$ cat config.mk
export PLATFORM = sky130hd
export DESIGN_NAME = sprite_compositor
export DESIGN_NICKNAME = d
export VERILOG_FILES = /design/src/rtl/sprite_compositor_pkg.sv /design/src/rtl/sprite_compositor_hit_unit.sv /design/src/rtl/sprite_compositor.sv
export SDC_FILE = /design/constraint.sdc
export NUM_CORES = 1
export LEC_CHECK = 0
export BUFFER_PORTS_ARGS = -buffer_cell sky130_fd_sc_hd__buf_2
export CORE_MARGIN = 2
export CORE_UTILIZATION = 30
export DETAILED_ROUTE_END_ITERATION = 10
export PLACE_DENSITY = 0.54
export SLEW_MARGIN = 5
export SYNTH_ARGS = -nofsm -noshare
export SYNTH_HDL_FRONTEND = slang
export SYNTH_SLANG_ARGS = --single-unit
$ cat constraint.sdc
create_clock -name clk -period 6.47 [get_ports clk]
set_clock_uncertainty 0.05 [all_clocks]
set_input_delay 0.3235 -clock clk [delete_from_list [all_inputs] [get_ports clk]]
set_output_delay 0.3235 -clock clk [all_outputs]
set_load 0.03 [all_outputs]
$ cat src/rtl/sprite_compositor_pkg.sv
// sprite_compositor_pkg: shared colour type, key colour and default geometry for the compositor.
package sprite_compositor_pkg;
  localparam int COLOR_W = 12;
  typedef logic [COLOR_W-1:0] color_t;
  localparam color_t DEF_KEY_COLOR = 12'hA0A;
  localparam int DEF_PIX_W = 10;
  localparam int DEF_NUM_SPRITES = 4;
  localparam int DEF_SPR_W = 14;
  localparam int DEF_SPR_H = 16;
  localparam int DEF_SPR_AW = 8;
  localparam int DEF_BG_X = 200;
  localparam int DEF_BG_Y = 150;
  localparam int DEF_BG_W = 160;
  localparam int DEF_BG_H = 240;
  localparam int DEF_BG_AW = 16;
  localparam int DEF_SCROLL_DIV = 500000;
  function automatic logic opaque(input color_t c, input color_t key);
    return c != key;
  endfunction
endpackage

$ cat src/rtl/sprite_compositor_hit_unit.sv
// sprite_hit_unit: per-sprite frame-shadowed position, hit test, ROM address and hit delay.
module sprite_hit_unit
  import sprite_compositor_pkg::*;
#(
  parameter int PIX_W  = DEF_PIX_W,
  parameter int SPR_W  = DEF_SPR_W,
  parameter int SPR_H  = DEF_SPR_H,
  parameter int SPR_AW = DEF_SPR_AW
) (
  input  logic              clk,
  input  logic              rst,
  input  logic              i_frame_start,
  input  logic [PIX_W-1:0]  i_x,
  input  logic [PIX_W-1:0]  i_y,
  input  logic              i_en,
  input  logic [PIX_W-1:0]  i_hor,
  input  logic [PIX_W-1:0]  i_ver,
  output logic [SPR_AW-1:0] o_addr,
  output logic              o_hit
);
  logic [PIX_W-1:0]  r_x, r_y;
  logic              r_en, r_hit, r_hit_d;
  logic [SPR_AW-1:0] r_addr;
  logic [PIX_W-1:0]  w_dx, w_dy;
  logic              w_hit;
  assign w_dx = i_hor - r_x;
  assign w_dy = i_ver - r_y;
  // one extra bit keeps x+SPR_W from wrapping near the screen edge
  assign w_hit = r_en && i_hor >= r_x && {1'b0, i_hor} < {1'b0, r_x} + (PIX_W+1)'(SPR_W)
              && i_ver >= r_y && {1'b0, i_ver} < {1'b0, r_y} + (PIX_W+1)'(SPR_H);
  always_ff @(posedge clk or posedge rst) begin
    if (rst) begin
      r_x     <= '0;
      r_y     <= '0;
      r_en    <= 1'b0;
      r_hit   <= 1'b0;
      r_hit_d <= 1'b0;
      r_addr  <= '0;
    end else begin
      if (i_frame_start) begin
        r_x  <= i_x;
        r_y  <= i_y;
        r_en <= i_en;
      end
      r_hit   <= w_hit;
      r_hit_d <= r_hit;
      r_addr  <= SPR_AW'(w_dy) * SPR_AW'(SPR_W) + SPR_AW'(w_dx);
    end
  end
  assign o_addr = r_addr;
  assign o_hit  = r_hit_d;
endmodule

$ cat src/rtl/sprite_compositor.sv
// sprite_compositor: scrolling background plus keyed priority sprites into one RGB stream,
// with sticky per-frame collision flags between sprite 0 and every other sprite.
module sprite_compositor
  import sprite_compositor_pkg::*;
#(
  parameter int     PIX_W       = DEF_PIX_W,
  parameter int     NUM_SPRITES = DEF_NUM_SPRITES,
  parameter int     SPR_W       = DEF_SPR_W,
  parameter int     SPR_H       = DEF_SPR_H,
  parameter int     SPR_AW      = DEF_SPR_AW,
  parameter int     BG_X        = DEF_BG_X,
  parameter int     BG_Y        = DEF_BG_Y,
  parameter int     BG_W        = DEF_BG_W,
  parameter int     BG_H        = DEF_BG_H,
  parameter int     BG_AW       = DEF_BG_AW,
  parameter color_t KEY_COLOR   = DEF_KEY_COLOR,
  parameter int     SCROLL_DIV  = DEF_SCROLL_DIV
) (
  input  logic                          clk,
  input  logic                          rst,
  input  logic [PIX_W-1:0]              i_hor_pix,
  input  logic [PIX_W-1:0]              i_ver_pix,
  input  logic                          i_frame_start,
  input  logic [NUM_SPRITES*PIX_W-1:0]  i_spr_x,
  input  logic [NUM_SPRITES*PIX_W-1:0]  i_spr_y,
  input  logic [NUM_SPRITES-1:0]        i_spr_en,
  input  logic                          i_scroll_en,
  output logic [NUM_SPRITES*SPR_AW-1:0] o_spr_addr,
  input  logic [NUM_SPRITES*COLOR_W-1:0] i_spr_color,
  output logic [BG_AW-1:0]              o_bg_addr,
  input  logic [COLOR_W-1:0]            i_bg_color,
  output logic [COLOR_W-1:0]            o_rgb,
  output logic [NUM_SPRITES-2:0]        o_collide,
  output logic [PIX_W-1:0]              o_bg_offset
);
  localparam int DIV_W = $clog2(SCROLL_DIV + 1);
  logic [NUM_SPRITES-1:0] w_hit, w_opq;
  logic [NUM_SPRITES-2:0] w_coll, r_acc, r_collide;
  logic                   r_bg_hit, r_bg_hit_d, w_bg_hit, w_tc;
  logic [BG_AW-1:0]       r_bg_addr, w_bg_addr;
  logic [PIX_W:0]         w_row_raw, w_row;
  logic [PIX_W-1:0]       r_offset;
  logic [DIV_W-1:0]       r_div;
  color_t                 r_rgb, w_mux;
  for (genvar g = 0; g < NUM_SPRITES; g++) begin : g_spr
    sprite_hit_unit #(.PIX_W(PIX_W), .SPR_W(SPR_W), .SPR_H(SPR_H), .SPR_AW(SPR_AW)) u_hit (
      .clk(clk),
      .rst(rst),
      .i_frame_start(i_frame_start),
      .i_x(i_spr_x[g*PIX_W +: PIX_W]),
      .i_y(i_spr_y[g*PIX_W +: PIX_W]),
      .i_en(i_spr_en[g]),
      .i_hor(i_hor_pix),
      .i_ver(i_ver_pix),
      .o_addr(o_spr_addr[g*SPR_AW +: SPR_AW]),
      .o_hit(w_hit[g])
    );
    assign w_opq[g] = w_hit[g] && opaque(i_spr_color[g*COLOR_W +: COLOR_W], KEY_COLOR);
    if (g > 0) begin : g_coll
      assign w_coll[g-1] = w_opq[0] && w_opq[g];
    end
  end
  assign w_bg_hit = i_hor_pix >= PIX_W'(BG_X) && {1'b0, i_hor_pix} < (PIX_W+1)'(BG_X + BG_W)
                 && i_ver_pix >= PIX_W'(BG_Y) && {1'b0, i_ver_pix} < (PIX_W+1)'(BG_Y + BG_H);
  // offset < BG_H, so one conditional subtract is enough to wrap the row
  assign w_row_raw = {1'b0, i_ver_pix - PIX_W'(BG_Y)} + {1'b0, r_offset};
  assign w_row     = w_row_raw >= (PIX_W+1)'(BG_H) ? w_row_raw - (PIX_W+1)'(BG_H) : w_row_raw;
  assign w_bg_addr = BG_AW'(i_hor_pix - PIX_W'(BG_X)) + BG_AW'(w_row) * BG_AW'(BG_W);
  assign w_tc      = r_div == DIV_W'(SCROLL_DIV - 1);
  always_comb begin
    w_mux = r_bg_hit_d ? i_bg_color : '0;
    for (int i = NUM_SPRITES - 1; i >= 0; i--)
      w_mux = w_opq[i] ? i_spr_color[i*COLOR_W +: COLOR_W] : w_mux;
  end
  always_ff @(posedge clk or posedge rst) begin
    if (rst) begin
      r_div      <= '0;
      r_offset   <= '0;
      r_bg_hit   <= 1'b0;
      r_bg_hit_d <= 1'b0;
      r_bg_addr  <= '0;
      r_rgb      <= '0;
      r_acc      <= '0;
      r_collide  <= '0;
    end else begin
      r_div <= w_tc ? '0 : r_div + 1'b1;
      if (w_tc && i_scroll_en)
        r_offset <= r_offset == '0 ? PIX_W'(BG_H - 1) : r_offset - 1'b1;
      r_bg_hit   <= w_bg_hit;
      r_bg_hit_d <= r_bg_hit;
      r_bg_addr  <= w_bg_addr;
      r_rgb      <= w_mux;
      r_acc      <= i_frame_start ? '0 : r_acc | w_coll;
      if (i_frame_start)
        r_collide <= r_acc | w_coll;
    end
  end
  assign o_bg_addr   = r_bg_addr;
  assign o_rgb       = r_rgb;
  assign o_collide   = r_collide;
  assign o_bg_offset = r_offset;
endmodule

==> impl_metrics.prom <==
# TYPE chip_impl_metric gauge
chip_impl_info{name="hp-class",value="in -> reg"} 1
chip_impl_metric{name="count_of_maximum_capacitance_violations",unit=""} 0
chip_impl_metric{name="grt_pass1_vias",unit=""} 13100
chip_impl_metric{name="finalSetupViolations",unit=""} 0
chip_impl_metric{name="number_of_top_level_pins",unit=""} 241
chip_impl_metric{name="final_layout_net_count",unit=""} 2423
chip_impl_metric{name="place_worst_setup_slack",unit="ns"} 0.258
chip_impl_metric{name="timing_max_transition_violations_final",unit=""} 0
chip_impl_metric{name="total_power",unit="mW"} 7.02
chip_impl_metric{name="hpwl",unit="um"} 35900
chip_impl_metric{name="syn_avg_cell_area",unit="sq um"} 9.37
chip_impl_metric{name="crit_fanout",unit=""} 8
chip_impl_metric{name="ys_async_sr_fraction",unit="%"} 100
chip_impl_info{name="tritoncts",value="done"} 1
chip_impl_metric{name="die-area",unit="sq um"} 53400
chip_impl_metric{name="area.growth.synth_to_final",unit="%"} 21.8
chip_impl_metric{name="global_route.usage.met2",unit="%"} 28.7
chip_impl_metric{name="timing.slew.headroom",unit="%"} 44.1
chip_impl_metric{name="grt_max_degree",unit=""} 102
chip_impl_info{name="element_type_at_the_critical_path_start",value="primary input"} 1
chip_impl_metric{name="cts_made_buffers",unit=""} 17
chip_impl_metric{name="worst-slew-pin-transition",unit="ns"} 0.817
chip_impl_metric{name="gr_util_all_layers",unit="%"} 17.5
chip_impl_metric{name="syn-num-nets",unit=""} 2108
chip_impl_metric{name="clock_tree.buffer_depth",unit=""} 2
chip_impl_metric{name="switching_share",unit="%"} 42.8
chip_impl_metric{name="share_clk_of_total_power",unit="%"} 15.5
chip_impl_metric{name="p_switching",unit="mW"} 3.00
chip_impl_metric{name="synth.ff_latch_count",unit=""} 189
chip_impl_info{name="outcome",value="complete, no violations"} 1
chip_impl_metric{name="dr.pass1.iters",unit=""} 5
chip_impl_metric{name="netlist.area_leader.share",unit="%"} 30.6
chip_impl_metric{name="final.min_clock_period",unit="ns"} 5.81
chip_impl_metric{name="worst_path_bufs_invs",unit=""} 1
chip_impl_info{name="rsz0062_at_grt",value="no"} 1
chip_impl_metric{name="finalWirelength",unit="um"} 45400
chip_impl_metric{name="post-place-cells",unit=""} 2550
chip_impl_metric{name="power_leakage",unit="nW"} 9.20
chip_impl_metric{name="core_area",unit="sq um"} 51200
chip_impl_metric{name="worst_ep_required",unit="ns"} 6.81
chip_impl_metric{name="globalRouteOverflowTotal",unit=""} 0
chip_impl_info{name="critical_path.most_common_cell",value="sky130_fd_sc_hd__ha_1"} 1
chip_impl_info{name="gr-max-usage-layer",value="met2"} 1
chip_impl_metric{name="finish.utilization",unit="%"} 36.8
chip_impl_metric{name="first_pass_grt_wire_length",unit="um"} 71800
chip_impl_metric{name="drt.antenna.violating_nets",unit=""} 0
chip_impl_metric{name="worst_slack",unit="ns"} 0.660
chip_impl_metric{name="die_height",unit="um"} 231
chip_impl_metric{name="final_min_period_over_clock_period",unit="%"} 89.8
chip_impl_metric{name="io_buffer_count",unit=""} 240
chip_impl_metric{name="starting_drc_count_in_detailed_routing",unit=""} 672
chip_impl_metric{name="internal_power",unit="mW"} 4.02
chip_impl_metric{name="max_freq",unit="MHz"} 172
chip_impl_metric{name="power.density_cell_area",unit="nW/um^2"} 372
chip_impl_info{name="crit_slowest_cell",value="sky130_fd_sc_hd__o41ai_1"} 1
chip_impl_info{name="synth_common_cells",value="233 x sky130_fd_sc_hd__ha_1, 189 x sky130_fd_sc_hd__dfrtp_1, 183 x sky130_fd_sc_hd__inv_1"} 1
chip_impl_info{name="cts.root.buffer_cell",value="sky130_fd_sc_hd__clkbuf_16"} 1
chip_impl_metric{name="cp_slowest_stage_delay",unit="ns"} 0.60
chip_impl_metric{name="vdd.ir_drop.worst",unit="uV"} 218
chip_impl_metric{name="vias",unit=""} 12800
chip_impl_metric{name="drive_gt1_share",unit="%"} 15.6
chip_impl_metric{name="power_frac_comb",unit="%"} 62.9
chip_impl_metric{name="floorplan.die.width",unit="um"} 231
chip_impl_metric{name="detail_route.wl_per_cell",unit="um"} 17.0
chip_impl_metric{name="power_frac_seq",unit="%"} 21.6
chip_impl_info{name="synth.area.top_cells",value="sky130_fd_sc_hd__dfrtp_1 31%, sky130_fd_sc_hd__ha_1 19%, sky130_fd_sc_hd__xnor2_1 7.4%, sky130_fd_sc_hd__fa_1 7.1%, sky130_fd_sc_hd__inv_1 4.4%"} 1
chip_impl_metric{name="synthesis.area",unit="sq um"} 15500
chip_impl_metric{name="initial_core_util",unit="%"} 30.2
chip_impl_metric{name="rows",unit=""} 83
chip_impl_metric{name="post_layout_nonfiller_instances",unit=""} 2660
chip_impl_metric{name="via_to_cell_ratio",unit=""} 4.80
chip_impl_metric{name="gr-usage-met1",unit="%"} 23.3
chip_impl_metric{name="clkLatencyLatePin",unit="ns"} 0.48
chip_impl_info{name="timing_worst_setup_path_type",value="in -> reg"} 1
chip_impl_metric{name="edff_count_synth",unit=""} 0
chip_impl_info{name="synth_largest_area_cell",value="sky130_fd_sc_hd__dfrtp_1"} 1
chip_impl_metric{name="synthesis.instances",unit=""} 1652
chip_impl_metric{name="setup_tns",unit="ns"} 0
chip_impl_metric{name="clk_pin_slew_worst_paths",unit="ns"} 0.07
chip_impl_metric{name="antenna_found_initial",unit=""} 2
chip_impl_metric{name="worst-endpoint-arrival",unit="ns"} 6.15
chip_impl_info{name="critPathTopFamily",value="compound AO/OA/AOI/OAI gates"} 1
chip_impl_info{name="timing.critical_path.cells",value="buf_2 -> ha_1 -> o21ai_0 -> xor2_1 -> ha_1 -> o41ai_1 -> or2_2 -> ha_1 -> nand3b_1 -> nor3_1 -> a21boi_1 -> o221ai_2 -> xor2_1 -> ha_1 -> fa_1 -> a21o_1 -> a21oi_1 -> xnor2_1 -> ha_1 -> a2111oi_0 -> nor3_1 -> a31oi_1 -> xnor2_1 -> xnor2_1"} 1
chip_impl_metric{name="cts_resized",unit=""} 0
chip_impl_metric{name="globalRouteMet3Util",unit="%"} 3.38
chip_impl_metric{name="synth-seq-area-share",unit="%"} 30.6
chip_impl_info{name="synthFlopType",value="sky130_fd_sc_hd__dfrtp_1"} 1
chip_impl_metric{name="final_weighted_congestion_in_routability_driven_placement",unit=""} 0.904
chip_impl_metric{name="cts.htree.levels",unit=""} 4
chip_impl_info{name="yosys.cell_count.top_type",value="sky130_fd_sc_hd__ha_1"} 1
chip_impl_metric{name="post-route-drc-count",unit=""} 0
chip_impl_metric{name="numClockSinks",unit=""} 189
chip_impl_metric{name="synth.yosys.warnings",unit=""} 0
chip_impl_metric{name="yosysUniqueCellTypes",unit=""} 61
chip_impl_info{name="setup.worst_path.end_class",value="register"} 1
chip_impl_metric{name="hold_violations",unit=""} 0
## worst reg2reg max path, cell delays in order (launching register included)
cell	delay, ns
sky130_fd_sc_hd__dfrtp_1	0.45
sky130_fd_sc_hd__ha_1	0.23
sky130_fd_sc_hd__inv_1	0.06
sky130_fd_sc_hd__fa_1	0.39
sky130_fd_sc_hd__nand2b_1	0.17
sky130_fd_sc_hd__a21oi_1	0.20
sky130_fd_sc_hd__xnor2_1	0.24
sky130_fd_sc_hd__ha_1	0.30
sky130_fd_sc_hd__nand3b_1	0.09
sky130_fd_sc_hd__nor3_1	0.17
sky130_fd_sc_hd__a21boi_1	0.12
sky130_fd_sc_hd__o221ai_2	0.25
sky130_fd_sc_hd__xor2_1	0.28
sky130_fd_sc_hd__ha_1	0.32
sky130_fd_sc_hd__fa_1	0.47
sky130_fd_sc_hd__a21o_1	0.20
sky130_fd_sc_hd__a21oi_1	0.22
sky130_fd_sc_hd__xnor2_1	0.10
sky130_fd_sc_hd__ha_1	0.22
sky130_fd_sc_hd__a2111oi_0	0.43
sky130_fd_sc_hd__nor3_1	0.17
sky130_fd_sc_hd__a31oi_1	0.24
sky130_fd_sc_hd__xnor2_1	0.16
sky130_fd_sc_hd__xnor2_1	0.15
## power groups by stage
stage                     sequential [mW]  combinational (mW)  clock (mW)
after floorplan                      1.79                3.12           0
after global placement               1.54                4.39           0
after detailed placement             1.54                4.42           0
after CTS                            1.52                4.50        1.14
after global routing                 1.54                5.00        1.18
final                                1.52                4.41        1.09
## metal layers
metal	wire length (um)	up-vias
met4	880	0
met2	21000	311
li1	-	6318
met5	0	-
met3	2030	38
met1	21400	6091
## flip-flops by register name, summed over array words and instances (netlist names), 10 cells and up
name                count
g_spr.u_hit.r_y        40
g_spr.u_hit.r_x        40
g_spr.u_hit.o_addr     32
o_bg_addr              16
r_div                  19
o_rgb                  12
o_bg_offset            10
## metrics by stage
step,area [sq um],hold WS (ns)
2_1_floorplan,15500,0.281
3_3_place_gp,17500,0.286
3_5_place_dp,17500,0.290
4_1_cts,18800,0.00332
5_1_grt,18800,0.00876
6_report,18800,0.0389
## cell type report
| cell class | instances | area, sq um |
|---|---|---|
| fill | 5150 | 32400 |
| multi-input combinational | 1249 | 9930 |
| clock inverter | 12 | 135 |
| clock buffer | 19 | 443 |
| tap | 680 | 851 |
| sequential | 189 | 4730 |
| antenna | 1 | 2.50 |
| inverter | 183 | 694 |
| timing repair buffer | 327 | 2050 |
## final timing paths
check	from	to	slack, ns	cells after the start
hold reg to reg	g_spr[3].u_hit.r_hit$_DFF_PP0_	g_spr[3].u_hit.o_hit$_DFF_PP0_	0.30	0
hold / removal	i_spr_x[35]	g_spr[3].u_hit.r_x[5]$_DFFE_PP0P_	0.04	3
setup / recovery	i_ver_pix[2]	o_bg_addr[15]$_DFF_PP0_	0.66	24
min in group asynchronous	rst	o_bg_addr[0]$_DFF_PP0_	0.45	3
max in group asynchronous	rst	g_spr[1].u_hit.r_y[3]$_DFFE_PP0P_	4.57	4
setup reg to reg	o_bg_offset[0]$_DFFE_PP0P_	o_bg_addr[15]$_DFF_PP0_	0.74	23
## kinds of logic after synthesis
kind of cell,count (synthesis),synth area share [%]
mux,19,1.38
xor+xnor,178,10.1
simple gates,368,11.6
buf+inv,214,5.24
flops,189,30.6
compound gates,396,15.2
fa+ha+maj,288,26.0
## repair_timing
item | in CTS | in global routing
buffers inserted | 0 | 0
hold endpoints to repair | 176 | 0
hold buffers | 78 | 0
## cells in the final DEF, fill, tap and decap left out, types with 48 or more instances in the layout
master / n
sky130_fd_sc_hd__a21o_1: 58
sky130_fd_sc_hd__a21oi_1: 130
sky130_fd_sc_hd__buf_2: 239
sky130_fd_sc_hd__dfrtp_1: 189
sky130_fd_sc_hd__dlygate4sd3_1: 78
sky130_fd_sc_hd__fa_1: 55
sky130_fd_sc_hd__ha_1: 233
sky130_fd_sc_hd__inv_1: 182
sky130_fd_sc_hd__nand2_1: 142
sky130_fd_sc_hd__nand3_1: 51
sky130_fd_sc_hd__nor2_1: 57
sky130_fd_sc_hd__o21ai_0: 126
sky130_fd_sc_hd__xnor2_1: 130
sky130_fd_sc_hd__xor2_1: 48
(Power assumes the default switching activity.)
